## config.mk

```make
export PLATFORM = sky130hd
export DESIGN_NAME = whack_input_encoder
export DESIGN_NICKNAME = d
export VERILOG_FILES = /design/src/rtl/whack_input_encoder.sv
export SDC_FILE = /design/constraint.sdc
export NUM_CORES = 1
export LEC_CHECK = 0
export ABC_AREA = 0
export ABC_CLOCK_PERIOD_IN_PS = 3500
export CELL_PAD_IN_SITES_DETAIL_PLACEMENT = 0
export CELL_PAD_IN_SITES_GLOBAL_PLACEMENT = 2
export CORE_MARGIN = 5
export CORE_UTILIZATION = 41
export CTS_BUF_LIST = sky130_fd_sc_hd__clkbuf_4 sky130_fd_sc_hd__clkbuf_8
export DETAILED_ROUTE_END_ITERATION = 12
export DONT_BUFFER_PORTS = 1
export HOLD_SLACK_MARGIN = 0.08
export PLACE_DENSITY = 0.89
export SLEW_MARGIN = 20
export SYNTH_ARGS = -nofsm -noshare
export SYNTH_HDL_FRONTEND = slang
export SYNTH_SLANG_ARGS = --single-unit
```

## constraint.sdc

```tcl
create_clock -name clk -period 3.5 [get_ports clk]
set_input_delay 0.7 -clock clk [delete_from_list [all_inputs] [get_ports clk]]
set_output_delay 0.7 -clock clk [all_outputs]
set_load 0.02 [all_outputs]
```

## src/rtl/whack_input_encoder.sv

```systemverilog
// whack_input_encoder: conditions the five board buttons (sync, debounce,
// press-edge) and turns one clean single-button press into a 3-bit whack
// position with a 1-cycle valid strobe, plus reject / hold-off handling.

// Per-button conditioning: 2-FF sync, debounce, press edge, re-arm gating.
module whack_debounce #(
   parameter int DEBOUNCE_CYCLES = 1_000_000,
   parameter int CNT_W           = 23
) (
   input  logic clk,
   input  logic rst,
   input  logic raw,
   input  logic settled,
   output logic stable,
   output logic press
);
   logic [1:0]       sync_q, sync_d;
   logic [CNT_W-1:0] cnt_q, cnt_d;
   logic             stable_q, stable_d;
   logic             prev_q, prev_d;
   logic             armed_q, armed_d;

   // Debounce: flip stable only after DEBOUNCE_CYCLES consecutive disagreeing samples.
   // A button is armed only once it has been seen released after reset, so a
   // button held through reset cannot fire until it is re-pressed.
   always_comb begin
      sync_d   = {sync_q[0], raw};
      cnt_d    = '0;
      stable_d = stable_q;
      if (sync_q[1] != stable_q) begin
         if (cnt_q == CNT_W'(DEBOUNCE_CYCLES - 1)) stable_d = ~stable_q;
         else                                      cnt_d    = cnt_q + 1'b1;
      end
      prev_d  = stable_q;
      armed_d = armed_q | (settled & ~sync_q[1] & ~stable_q);
   end

   // Conditioning state registers.
   always_ff @(posedge clk) begin
      if (rst) begin
         sync_q   <= '0;
         cnt_q    <= '0;
         stable_q <= 1'b0;
         prev_q   <= 1'b0;
         armed_q  <= 1'b0;
      end else begin
         sync_q   <= sync_d;
         cnt_q    <= cnt_d;
         stable_q <= stable_d;
         prev_q   <= prev_d;
         armed_q  <= armed_d;
      end
   end

   assign stable = stable_q;
   assign press  = stable_q & ~prev_q & armed_q;
endmodule

module whack_input_encoder #(
   parameter int DEBOUNCE_CYCLES = 1_000_000,
   parameter int HOLDOFF_CYCLES  = 5_000_000,
   parameter int CNT_W           = 23
) (
   input  logic       clk,
   input  logic       rst,
   input  logic       left_button,
   input  logic       top_button,
   input  logic       right_button,
   input  logic       bottom_button,
   input  logic       mid_button,
   input  logic       pause,
   output logic       whack_valid,
   output logic [2:0] whack_pos,
   output logic       reject,
   output logic [7:0] press_count,
   output logic       busy
);
   localparam int NUM_BTN = 5;

   typedef enum logic [2:0] {S_IDLE, S_EMIT, S_REJ, S_HOLD, S_WREL} state_t;

   logic [NUM_BTN-1:0] btn_raw, stable, press;
   logic [1:0]         settle_q, settle_d;
   logic               settled, held;
   logic [2:0]         nheld, btn_code;

   state_t             state_q, state_d;
   logic [CNT_W-1:0]   hold_cnt_q, hold_cnt_d;
   logic               whack_valid_q, whack_valid_d;
   logic               reject_q, reject_d;
   logic [2:0]         whack_pos_q, whack_pos_d;
   logic [7:0]         press_count_q, press_count_d;

   // Bit i is button code i+1.
   assign btn_raw = {mid_button, bottom_button, right_button, top_button, left_button};
   assign settled = (settle_q == 2'd2);

   for (genvar g = 0; g < NUM_BTN; g++) begin : g_btn
      whack_debounce #(
         .DEBOUNCE_CYCLES(DEBOUNCE_CYCLES),
         .CNT_W          (CNT_W)
      ) u_deb (
         .clk    (clk),
         .rst    (rst),
         .raw    (btn_raw[g]),
         .settled(settled),
         .stable (stable[g]),
         .press  (press[g])
      );
   end

   // Held-button census and position code of the (single) held button.
   always_comb begin
      nheld    = '0;
      btn_code = '0;
      for (int i = 0; i < NUM_BTN; i++) begin
         nheld = nheld + {2'b00, stable[i]};
         if (stable[i]) btn_code = 3'(i + 1);
      end
   end

   assign held = |stable;

   // Next-state and registered-output logic for the accept/reject FSM.
   always_comb begin
      settle_d      = settled ? settle_q : settle_q + 2'd1;
      state_d       = state_q;
      hold_cnt_d    = hold_cnt_q;
      whack_valid_d = 1'b0;
      reject_d      = 1'b0;
      whack_pos_d   = whack_pos_q;
      press_count_d = press_count_q;
      case (state_q)
         S_IDLE: begin
            if (!pause && (|press)) begin
               if (nheld > 3'd1) begin
                  state_d  = S_REJ;
                  reject_d = 1'b1;
               end else begin
                  state_d       = S_EMIT;
                  whack_valid_d = 1'b1;
                  whack_pos_d   = btn_code;
                  if (press_count_q != 8'hFF) press_count_d = press_count_q + 8'd1;
               end
            end
         end
         S_EMIT: begin
            state_d    = S_HOLD;
            hold_cnt_d = '0;
         end
         S_REJ:  state_d = S_WREL;
         S_HOLD: begin
            if (!pause) begin
               if (hold_cnt_q == CNT_W'(HOLDOFF_CYCLES - 1)) begin
                  state_d    = S_WREL;
                  hold_cnt_d = '0;
               end else begin
                  hold_cnt_d = hold_cnt_q + 1'b1;
               end
            end
         end
         S_WREL: if (!held) state_d = S_IDLE;
         default: state_d = S_IDLE;
      endcase
   end

   // FSM state and output registers.
   always_ff @(posedge clk) begin
      if (rst) begin
         settle_q      <= '0;
         state_q       <= S_IDLE;
         hold_cnt_q    <= '0;
         whack_valid_q <= 1'b0;
         reject_q      <= 1'b0;
         whack_pos_q   <= '0;
         press_count_q <= '0;
      end else begin
         settle_q      <= settle_d;
         state_q       <= state_d;
         hold_cnt_q    <= hold_cnt_d;
         whack_valid_q <= whack_valid_d;
         reject_q      <= reject_d;
         whack_pos_q   <= whack_pos_d;
         press_count_q <= press_count_d;
      end
   end

   assign whack_valid = whack_valid_q;
   assign reject      = reject_q;
   assign whack_pos   = whack_pos_q;
   assign press_count = press_count_q;
   assign busy        = (state_q != S_IDLE);
endmodule
```

==> impl_results.md <==
- Status: complete, no violations
- Power Total: 3.84 mW
- Synth Register Bits: 181
- GP Congestion: 0.771
- Via count: 5,912
- Largest net degree at the start of global routing: 52
- Fmax: 324 MHz
- Yosys top cell by area: dfxtp_1
- First-pass GRT wire length: 27.3 mm
- Worst slew pin tran: approximately 0.91 ns
- Vias in the first global route: between 5,000 and 6,000
- Average size of a mapped cell: roughly 8.7 sq um
- Final setup margin: 0.412 ns
- H-tree depth: 4
- Hold path depth: 1
- Post-cts resize count: 0
- Register area share after synthesis: a little under half
- Worst setup SP type: register
- Clock sink count: around 180
- DRT antenna net count: 0
- Clock Tree Buf Depth: 2
- Hpwl dp: 10.2 mm
- Vias per inst: 4.98
- Clock-pin slew on the worst setup and hold paths: 0.09 ns
- Global route overflow: 0
- Worst-Skew Late Latency: 0.46 ns
- Slowest CP cell: or4_1
- Ys Warns: 0
- Worst setup EP type: register
- Int Power: 2.86 mW
- Die height: 150 um
- Hold Buf Count CTS: 0
- Switching pwr: around 1000 uW
- WL/cell: around 13 um
- Fin crit share: around nine tenths
- Main synth FF type: dfxtp_1
- Synth top area share: ~45%
- Sequential Power Share: about 56%
- Final hold violation count: 0
- Max-slew violations: 0
- Die footprint: 0.0225 sq mm
- Clk_skew: roughly 0.014 ns
- Combinational power share: 7.3%
- Pre-Repair DR Iteration Count: 4
- Syn nets: around 940
- Fin area: 0.00863 sq mm
- CTS tree: yes
- Critical Path AT: 3.49 ns
- ANT cells: 0
- Setup violators final: 0
- Min Tclk post-route: 3.09 ns
- Ys async rst share: 0%
- Initial Util: between 40% and 50%
- Critical path class: register to register
- Post-Route Utilization: between 40% and 50%
- Synth area leaders: dfxtp_1, nor2_1, xnor2_1
- Switching Fraction: between 20% and 30%
- Clock share of power: 36.6%
- Smallest hold slack: between 0.3 and 0.4 ns
- Die width: 150 um
- CP Cell Sequence: inv_1 > fa_1 > inv_1 > ha_1 > nand2_1 > and3b_1 > o2111ai_2 > or4_1 > a21oi_1
- R2R cell count: 9
- Post-Place Cell Area: between 0.008 and 0.009 sq mm
- Pre-CTS setup slack: 0.409 ns
- Layout Area Growth over Synthesis: 7.50%
- Peak supply drop: 0.000228 V
- Area of the mapped netlist: approximately 0.008 sq mm
- Initial antenna violation count: 0
- EDFF count, synth: 0
- Share of cells above drive strength 1: 5.63%
- CORE AREA: 0.0194 sq mm
- First DRT Iteration DRCs: about 270
- Leakage: 2.71 nW
- I/O Pins: 22
- RSZ-0062 raised after global routing: false
- Clock buffer count from CTS: 17
- Setup TNS: 0 ns
- Total routed wirelength: 15.3 mm
- # nets final: just over 900
- Placed insts: between 1,000 and 1,500
- Cells after Synth: 922
- Final Non-Filler Cells: ~1,200
- Max stage delay on crit path: 0.67 ns
- Hold Crit Class: input pin to register
- Pwr dens: 445 mW/mm^2
- GRT Util Overall: between 10% and 20%
- # rows: 51
- Top post-synthesis cells by count: dfxtp_1, nor2_1, xnor2_1
- Root Buffer: clkbuf_8
- # DRC: 0
- Port bufs: 0
- Synth unique cells: 56
- Critical path required time: between 3 and 4 ns
- Postcts setup bufs: 0
- Relative slew slack: 39.4%
- Top-count cell post-synth: dfxtp_1
- Crit-path max FO: 23
- Max Cap Viol: 0
- CP dominant cell by count: inv_1
[flip-flops by register name (all words and copies together), names as in the netlist]
| name | flops |
|---|---|
| reject | 1 |
| g_btn.u_deb.stable | 5 |
| g_btn.u_deb.sync_q | 10 |
| g_btn.u_deb.armed_q | 5 |
| settle_q | 2 |
| whack_pos | 3 |
| g_btn.u_deb.cnt_q | 115 |
| whack_valid | 1 |
| state_q | 3 |
| press_count | 8 |
| g_btn.u_deb.prev_q | 5 |
| hold_cnt_q | 23 |
[critical path: cells and delay by family (launching register included)]
family,cells,cell delay (ns)
AO/OA/AOI/OAI,2,0.63
buffers and inverters,2,0.17
adder cells (fa/ha/maj),2,0.76
AND/OR/NAND/NOR,3,0.96
flip-flops,1,0.50
[cells in the final DEF (no fill, tap or decap), types with 5 or more instances in the layout]
cell type  count
or3_1          6
nor2b_1       20
ha_1          11
inv_1         31
clkbuf_8      17
o21ai_0        7
mux2i_1        6
o31ai_1        5
xor2_1        54
nand3b_1       7
nand2_1       49
a21oi_1       14
and3_1        21
nor3_1        36
nand3_1       56
dfxtp_1      181
nand4_1       34
and4_1        16
nor4_1        22
or4b_2         5
xnor2_1       73
nor2_1       178
or4_1         11
[power groups by stage]
stage | logic [mW] | clock network [mW] | registers (mW)
after floorplan | 0.250 | 0 | 2.18
after global placement | 0.281 | 0 | 2.21
after detailed placement | 0.283 | 0 | 2.20
after CTS | 0.284 | 1.47 | 2.16
after global routing | 0.325 | 1.55 | 2.17
final | 0.280 | 1.41 | 2.16
[worst paths after layout]
check	from	endpoint	slack, ns
worst max register to register	g_btn[3].u_deb.stable	press_count[5]	0.41
worst min register to register	g_btn[0].u_deb.sync_q[0]	g_btn[0].u_deb.sync_q[1]	0.44
worst max-delay path	g_btn[3].u_deb.stable	press_count[5]	0.41
worst min-delay path	rst	g_btn[3].u_deb.sync_q[0]	0.31
[final cells by class]
type,count,area (sq um)
Sequential cell,181,3620
Timing Repair Buffer,2,15.0
Tap cell,265,332
Clock inverter,14,150
Fill cell,1972,10800
Multi-Input combinational cell,677,4150
Clock buffer,18,241
Inverter,31,116
[metal layers]
layer | vias up | part of all wire, % | global-route usage [%]
li1 | 3128 | - | -
met2 | 34 | 44 | 22.4
met5 | - | 0 | 0
met3 | 10 | 2.6 | 4.09
met1 | 2740 | 53 | 20.4
met4 | 0 | 0.89 | 3.71
[kinds of logic (layout without fill, tap and decap cells)]
family / count (synthesis) / count (layout) / synth area share (%)
adders and majority gates: 12 / 12 / 1.96
buffers and inverters: 64 / 65 / 3.23
DFF: 181 / 181 / 45.1
AOI/OAI and AO/OA: 44 / 44 / 3.76
and+or+nand+nor: 486 / 486 / 31.0
muxes: 8 / 8 / 1.03
xor gates and xnor gates: 127 / 127 / 13.9
(Power assumes the default switching activity.)
